### config.mk
export PLATFORM = sky130hd
export DESIGN_NAME = wb_bus_arbiter
export DESIGN_NICKNAME = d
export VERILOG_FILES = /design/src/rtl/wb_bus_arbiter.sv
export SDC_FILE = /design/constraint.sdc
export NUM_CORES = 1
export LEC_CHECK = 0
export ABC_AREA = 1
export BUFFER_PORTS_ARGS = -buffer_cell sky130_fd_sc_hd__clkbuf_2
export CAP_MARGIN = 20
export CORE_ASPECT_RATIO = 1.25
export CORE_MARGIN = 2
export CORE_UTILIZATION = 30
export CTS_BUF_LIST = sky130_fd_sc_hd__clkbuf_2 sky130_fd_sc_hd__clkbuf_4 sky130_fd_sc_hd__clkbuf_8
export CTS_CLUSTER_DIAMETER = 60
export DETAILED_ROUTE_END_ITERATION = 12
export PLACE_DENSITY = 0.65
export SYNTH_ARGS = -nofsm -noshare
export SYNTH_HDL_FRONTEND = slang
export SYNTH_SLANG_ARGS = --single-unit
export TNS_END_PERCENT = 20
### constraint.sdc
create_clock -name clk -period 4.4 [get_ports clk]
set_clock_uncertainty 0.15 [all_clocks]
set_input_delay 0.88 -clock clk [delete_from_list [all_inputs] [get_ports clk]]
set_output_delay 0.88 -clock clk [all_outputs]
set_load 0.02 [all_outputs]
### src/rtl/wb_bus_arbiter.sv
// Round-robin arbiter sharing one Wishbone Classic master port among N masters.
// The owner keeps the bus for its whole CYC. A watchdog aborts strobes that are
// never acknowledged and returns ERR to the owner.
module wb_bus_arbiter #(
    parameter int N       = 4,
    parameter int AW      = 2,
    parameter int DW      = 8,
    parameter int TIMEOUT = 15
) (
    input  logic            clk,
    input  logic            rst_n,
    input  logic [N-1:0]    m_cyc,
    input  logic [N-1:0]    m_stb,
    input  logic [N-1:0]    m_we,
    input  logic [N*AW-1:0] m_addr,
    input  logic [N*DW-1:0] m_data_m,
    output logic [DW-1:0]   m_data_s,
    output logic [N-1:0]    m_ack,
    output logic [N-1:0]    m_err,
    output logic            s_cyc,
    output logic            s_stb,
    output logic            s_we,
    output logic [AW-1:0]   s_addr,
    output logic [DW-1:0]   s_data_m,
    input  logic [DW-1:0]   s_data_s,
    input  logic            s_ack,
    output logic [N-1:0]    gnt
);

    localparam int PW = (N > 1) ? $clog2(N) : 1;
    localparam int SW = PW + 1;
    localparam int WW = (TIMEOUT > 0) ? $clog2(TIMEOUT + 1) : 1;

    typedef enum logic [1:0] {IDLE, BUSY, ABORT} state_t;

    state_t        state, state_nxt;
    // ptr is both the round-robin pointer and the current owner: a grant
    // moves the pointer onto the winner, so no separate owner register exists.
    logic [PW-1:0] ptr, ptr_nxt;
    logic [WW-1:0] wdog, wdog_nxt;
    logic [PW-1:0] win;
    logic          win_vld;
    logic [SW-1:0] sum;
    logic [PW-1:0] idx;

    logic [AW-1:0] addr_a [N];
    logic [DW-1:0] wd_a   [N];

    for (genvar i = 0; i < N; i++) begin : g_unpack
        assign addr_a[i] = m_addr[i*AW +: AW];
        assign wd_a[i]   = m_data_m[i*DW +: DW];
    end

    assign m_data_s = s_data_s;

    // Round-robin search: first requester above the pointer, wrapping mod N.
    // Iterating downward lets the nearest candidate overwrite farther ones.
    always_comb begin
        win     = '0;
        win_vld = 1'b0;
        sum     = '0;
        idx     = '0;
        for (int i = N; i >= 1; i--) begin
            sum = {1'b0, ptr} + SW'(i);
            if (sum >= SW'(N)) sum = sum - SW'(N);
            idx = sum[PW-1:0];
            if (m_cyc[idx]) begin
                win     = idx;
                win_vld = 1'b1;
            end
        end
    end

    // Next state plus the shared-port mux, ack/err steering and watchdog.
    always_comb begin
        state_nxt = state;
        ptr_nxt   = ptr;
        wdog_nxt  = '0;
        gnt       = '0;
        s_cyc     = 1'b0;
        s_stb     = 1'b0;
        s_we      = 1'b0;
        s_addr    = '0;
        s_data_m  = '0;
        m_ack     = '0;
        m_err     = '0;
        case (state)
            IDLE: begin
                if (win_vld) begin
                    ptr_nxt   = win;
                    state_nxt = BUSY;
                end
            end
            BUSY: begin
                gnt[ptr]   = 1'b1;
                s_cyc      = m_cyc[ptr];
                s_stb      = m_stb[ptr];
                s_we       = m_we[ptr];
                s_addr     = addr_a[ptr];
                s_data_m   = wd_a[ptr];
                m_ack[ptr] = s_ack;
                if (m_stb[ptr] && !s_ack)
                    wdog_nxt = (wdog == WW'(TIMEOUT)) ? wdog : wdog + 1'b1;
                // Firing on the last wait cycle itself; an ack in that same
                // cycle takes precedence because s_ack gates the condition.
                if ((TIMEOUT != 0) && m_stb[ptr] && !s_ack &&
                    (wdog == WW'(TIMEOUT - 1))) begin
                    s_cyc      = 1'b0;
                    s_stb      = 1'b0;
                    m_err[ptr] = 1'b1;
                    state_nxt  = ABORT;
                end else if (!m_cyc[ptr]) begin
                    state_nxt = IDLE;
                end
            end
            ABORT: begin
                gnt[ptr] = 1'b1;
                if (!m_cyc[ptr]) state_nxt = IDLE;
            end
            default: state_nxt = IDLE;
        endcase
    end

    // State, pointer and watchdog registers with synchronous reset.
    always_ff @(posedge clk) begin
        if (!rst_n) begin
            state <= IDLE;
            ptr   <= PW'(N - 1);
            wdog  <= '0;
        end else begin
            state <= state_nxt;
            ptr   <= ptr_nxt;
            wdog  <= wdog_nxt;
        end
    end

endmodule

==> results.toml, run 1 <==
[status]
status = "completed"

[critical_path]
slowest_delay_ps = 390
critPathKind = "reg2out"
rrSetupSlack_ps = 2500
crit_slowest_cell = "dfxtp_1"
cp_num_buf_inv = 3
cp_top_family = "buffers and inverters"
r2r_cells = 8
worstReg2RegEnd = "ptr[0]$_SDFFE_PN1P_"
cp.required_ps = 3370
start_kind = "flop"
path_cells = "inv_2 -> nand2_1 -> nand3_2 -> nand4_2 -> nor2_1 -> inv_1 -> nor2_1 -> clkbuf_2"
cp_common_cell = "nor2_1"
crit_path_start = "ptr[0]$_SDFFE_PN1P_"
arrival_ps = 1940
worstReg2RegStart = "ptr[0]$_SDFFE_PN1P_"
endpoint_kind = "primary output"
path_max_fanout = 30

[floorplanning]
die_y_um = 78.0
start_util_pct = 31.6
core_area_mm2 = 0.00416
num_rows = 26
ios = 96
chipWidth_um = 63.2
dieArea_mm2 = 0.00493

[timing]
fmax_mhz = 336
rsz0062_at_grt = "false"
hold_violations = 0
hold-worst-slack_ps = 368
fin_tns_setup_ps = 0
relSlewSlack_pct = 60.3
fin_crit_ps = 2970
setup_viol = 0
fin_crit_sh_pct = 67.6
worst_slew_pin_slew_ps = 595
final_max_slew_viol_count = 0

[drt]
ant_nets = 0
wl_per_cell_um = 11.1
drc = 0
drt-total-wl_um = 3870
firstDrtPassIters = 4
num_vias = 1639
viasPerCell = 4.70
drtIter0Drc = 48

[global_route]
grt_max_degree = 31
antenna_found_initial = 0
grt_use_met1_pct = 15.5
grt_pass1_wl_um = 6160
busiest_layer = "met2"
met3_usage_pct = 4.93
grt_usage_pct = 15.1
grt_pass1_vias = 1428
use_met2_pct = 29.0
grt_overflow_total = 0

[finish]
postLayoutCellArea_mm2 = 0.00171
layout.nets = 368
multi_input_area_um2 = 938
register_area_um2 = 160
utilization_pct = 41.2
final.fill_count = 471
drive_gt1_share_pct = 36.5
diodes = 0
syn_to_final_growth_pct = 30.5

[cts]
root_buffer = "clkbuf_8"
cts_hold_buf = 0
insertion_delay_ps = 230
path_clk_slew_ps = 40
postCtsSetupBuffers = 0
htreeDepth = 1
cts_tree = "built"
cts_buffer_depth = 2
cts_resized = 0
clock-sinks = 8
cts_made_buffers = 3

[power]
power_density_mw_per_mm2 = 442
leakagePower_uw = 0.000941
vdd_drop_max_v = 0.000179

[logic_synthesis]
ys_types = 28
synthXorXnorAreaFrac_pct = 0
synth_fa_ha_area_share_pct = 9.52
synth_nets = 300
yosys.area_share.simple_pct = 43.2
synth_top_family_by_area = "simple AND/OR/NAND/NOR gates"
avgSynthCellArea_um2 = 5.79
yosysSeqAreaShare_pct = 12.2
netlist_area_mm2 = 0.00131
synth_compound_area_share_pct = 17.9
synthCells = 227
synth_seq_cells = 8
synthMuxAreaShare_pct = 0.762
yosysWarnings = 0

[min_path]
worstHoldPathCells = 2
whs_endpoint = "wdog[0]$_SDFFE_PN0P_"
hp-class = "reg2reg"
min-delay-start = "wdog[2]$_SDFFE_PN0P_"

[placed_design]
port_buffers = 79
dp_hpwl_um = 3040
globalplace.congestion = 0.892
placed_area_mm2 = 0.00167

[run]
drv_cap = 0
## through the flow
stage	power [uW]	setup WS [ps]	std cells
floorplan	555	1750	227
global placement	668	1550	346
detailed placement	671	1510	346
CTS	763	1370	349
global route	837	1150	349
finish	758	1430	349
## final cells by class
class / instances / area share, %
Sequential cell: 8 / 9.34
Clock buffer: 3 / 2.41
Tap cell: 56 / 4.09
Timing Repair Buffer: 81 / 23.9
Inverter: 25 / 5.47
Multi-Input combinational cell: 176 / 54.7
## worst reg2reg max path: stages, from the launching register on
cell     delay, ps
dfxtp_1        500
inv_2          270
ha_1           400
inv_1           60
nand2_1         60
nand3_1         90
nand2_1         70
a21oi_1        120
o21ai_1         70
## cells in the mapped netlist, drive strengths merged
cell,instances,area (um^2)
o21a,1,7.51
inv,25,93.8
nand4,3,31.3
mux2i,1,10.0
a21oi,18,97.6
nor3,3,26.3
nor2,63,246
ha,10,125
buf,15,110
nand2,37,174
nand3,12,75.1
dfxtp,8,160
and2,1,8.76
or2,1,6.26
o21ai,26,130
clkbuf,3,11.3
## how the worst max path moves through the flow
stage               end  slack [ps]  cells past startpoint
2_1_floorplan  m_err[0]        1750                      6
3_3_place_gp   m_err[1]        1550                      8
3_5_place_dp   m_err[2]        1510                      8
4_1_cts        m_err[2]        1370                      8
5_1_grt        m_err[1]        1150                      8
6_report       m_err[1]        1430                      8
## state kept, by name, summed over array words and instances (netlist names)
register	cells
ptr	2
state	2
wdog	4
## logic make-up after synthesis
logic type      count (synthesis)
buf+inv                        43
simple gates                  120
flops                           8
fa+ha+maj                      10
compound gates                 45
mux                             1
## routing by layer
metal	vias up	part of all wire, %
met5	-	0
met4	0	0.36
met3	2	9.5
met2	67	50
met1	723	40
li1	847	-
## power by group
group / switching [uW] / internal, uW / total (uW) / leakage, uW
Clock: 29.1 / 59.3 / 88.4 / 0.0000216
Combinational: 375 / 196 / 572 / 0.000854
Sequential: 14.1 / 83.8 / 97.9 / 0.0000654
## layout by cell type, fill, tap and decap left out, drive strengths merged
master	synthesis	final
a21oi	18	18
and2	1	1
buf	15	2
clkbuf	3	82
dfxtp	8	8
ha	10	10
inv	25	25
mux2i	1	1
nand2	37	37
nand3	12	12
nand4	3	3
nor2	63	63
nor3	3	3
o21a	1	1
o21ai	26	26
or2	1	1
(Power assumes the default switching activity.)
==> run 2, diff against run 1 <==
==> constraint.sdc (replaced) <==
create_clock -name clk -period 2.9 [get_ports clk]
set_clock_uncertainty 0.15 [all_clocks]
set_input_delay 0.58 -clock clk [delete_from_list [all_inputs] [get_ports clk]]
set_output_delay 0.58 -clock clk [all_outputs]
set_load 0.02 [all_outputs]
==> run 2 against run 1 <==
  * First-iteration DRC count is 54% higher
  * Sequential share of layout area is 0.081 points lower
  * Core utilization is 0.36 points higher
  * Sequential power is 61% higher
  * Clock power is 50% higher
  * Flip-flop and latch count stayed put
  * Setup slack worse by 1100 ps
  * Final cell count is 0.57% higher
  * Wire length is 0.23% higher
  * Non-clock buffer count is 2 higher
  * Hold slack worse by 12 ps
  * Critical path type unchanged
  * Critical endpoint unchanged
==> results.toml, run 2 (same netlist as run 1, synthesis figures left out) <==
[floorplanning]
num_rows = 26
start_util_pct = 31.6
chipWidth_um = 63.2
die_y_um = 78.0
ios = 96
dieArea_mm2 = 0.00493
core_area_mm2 = 0.00416

[placed_design]
port_buffers = 79
globalplace.congestion = 0.811
placed_area_mm2 = 0.00169
dp_hpwl_um = 3110
place_inst = 348

[critical_path]
endpoint_kind = "primary output"
start_kind = "flop"
cp.required_ps = 2170
worstReg2RegStart = "ptr[0]$_SDFFE_PN1P_"
arrival_ps = 1810
r2r_cells = 9
cp_common_cell = "inv_1"
critPathKind = "reg2out"
crit_slowest_cell = "dfxtp_1"
rrSetupSlack_ps = 950
path_cells = "inv_1 -> ha_1 -> inv_1 -> nor2_1 -> inv_1 -> nor2_1 -> clkbuf_2"
slowest_delay_ps = 340
path_max_fanout = 12
worstReg2RegEnd = "ptr[0]$_SDFFE_PN1P_"
crit_end = "m_err[1]"
crit_path_start = "state[1]$_SDFFE_PN0P_"

[cts]
cts_tree = "built"
cts_buffer_depth = 2
cts_made_buffers = 3
path_clk_slew_ps = 40
cts_hold_buf = 0
clock-sinks = 8
postCtsSetupBuffers = 0
root_buffer = "clkbuf_8"
insertion_delay_ps = 230
htreeDepth = 1
cts_resized = 0

[timing]
worst_slew_pin_slew_ps = 415
hold_violations = 0
final_max_slew_viol_count = 0
fmax_mhz = 393
rsz0062_at_grt = "false"
fin_crit_ps = 2540
setup_viol = 0
fin_crit_sh_pct = 87.7
fin_tns_setup_ps = 0
relSlewSlack_pct = 72.3

[global_route]
grt_pass1_vias = 1432
grt_pass1_wl_um = 6020
grt_overflow_total = 0
antenna_found_initial = 0
grt_usage_pct = 15.0
grt_max_degree = 29

[power]
vdd_drop_max_v = 0.000266
power_density_mw_per_mm2 = 671
power_uw = 1160
leakagePower_uw = 0.000951

[finish]
diodes = 0
postLayoutCellArea_mm2 = 0.00173
drive_gt1_share_pct = 36.9
layout.nets = 370
utilization_pct = 41.5
syn_to_final_growth_pct = 31.6
top_register = "wdog"
final_cells = 351
final_cell_mix = "clkbuf_2 (79), nor2_1 (61), nand2_1 (27)"
reg.largest.list = "wdog (4), ptr (2), state (2)"
largest_register_ffs = 4
final_common_cell = "clkbuf_2"

[drt]
firstDrtPassIters = 4
num_vias = 1616
viasPerCell = 4.60
drc = 0
drt-total-wl_um = 3880
drtIter0Drc = 74
wl_per_cell_um = 11.1
ant_nets = 0

[run]
drv_cap = 0

[min_path]
hp-class = "reg2reg"

[status]
status = "completed"
-- run 2: cell count changes in the layout (fill, tap and decap cells not counted), sizes merged --
cell / delta
buf: +2
-- run 2: per-layer routing --
metal	routed length (um)	vias to the layer above	part of all wire, %	track usage, %
met5	0	-	0	0
met4	17	0	0.44	5.22
met3	341	2	8.8	2.90
met2	1940	68	50	28.6
met1	1590	695	41	16.2
li1	-	851	-	-
-- run 2: power by group --
group	leakage, uW	internal (uW)	switching, uW
clock network	0.0000216	89.9	43.3
logic	0.000864	313	557
registers	0.0000654	127	30.4
-- run 2: how the worst min path moves through the flow --
stage	from	endpoint	slack [ps]	cells past startpoint
floorplan	wdog[2]$_SDFFE_PN0P_	wdog[0]$_SDFFE_PN0P_	320	2
detailed placement	wdog[2]$_SDFFE_PN0P_	wdog[0]$_SDFFE_PN0P_	360	2
finish	wdog[2]$_SDFFE_PN0P_	wdog[0]$_SDFFE_PN0P_	360	2
global route	wdog[2]$_SDFFE_PN0P_	wdog[0]$_SDFFE_PN0P_	410	2
CTS	wdog[2]$_SDFFE_PN0P_	wdog[0]$_SDFFE_PN0P_	360	2
global placement	wdog[2]$_SDFFE_PN0P_	wdog[0]$_SDFFE_PN0P_	350	2
-- run 2: metrics by stage --
step           setup WS, ps  hold WS (ps)
6_report                357           356
5_1_grt                 217           407
4_1_cts                 318           363
3_5_place_dp            569           357
3_3_place_gp            602           354
2_1_floorplan           833           321
-- run 2: cell type report --
class,instances,area [um^2]
Sequential cell,8,160
Multi-Input combinational cell,176,938
Fill cell,462,2430
Inverter,25,93.8
Tap cell,56,70.1
Clock buffer,3,41.3
Timing Repair Buffer,83,425
-- run 2: critical path: cells and delay by family, from the launching register on --
kind | cells | cell delay, ps
buffers and inverters | 4 | 640
flip-flops | 1 | 340
AND/OR/NAND/NOR | 2 | 340
adder cells (fa/ha/maj) | 1 | 270
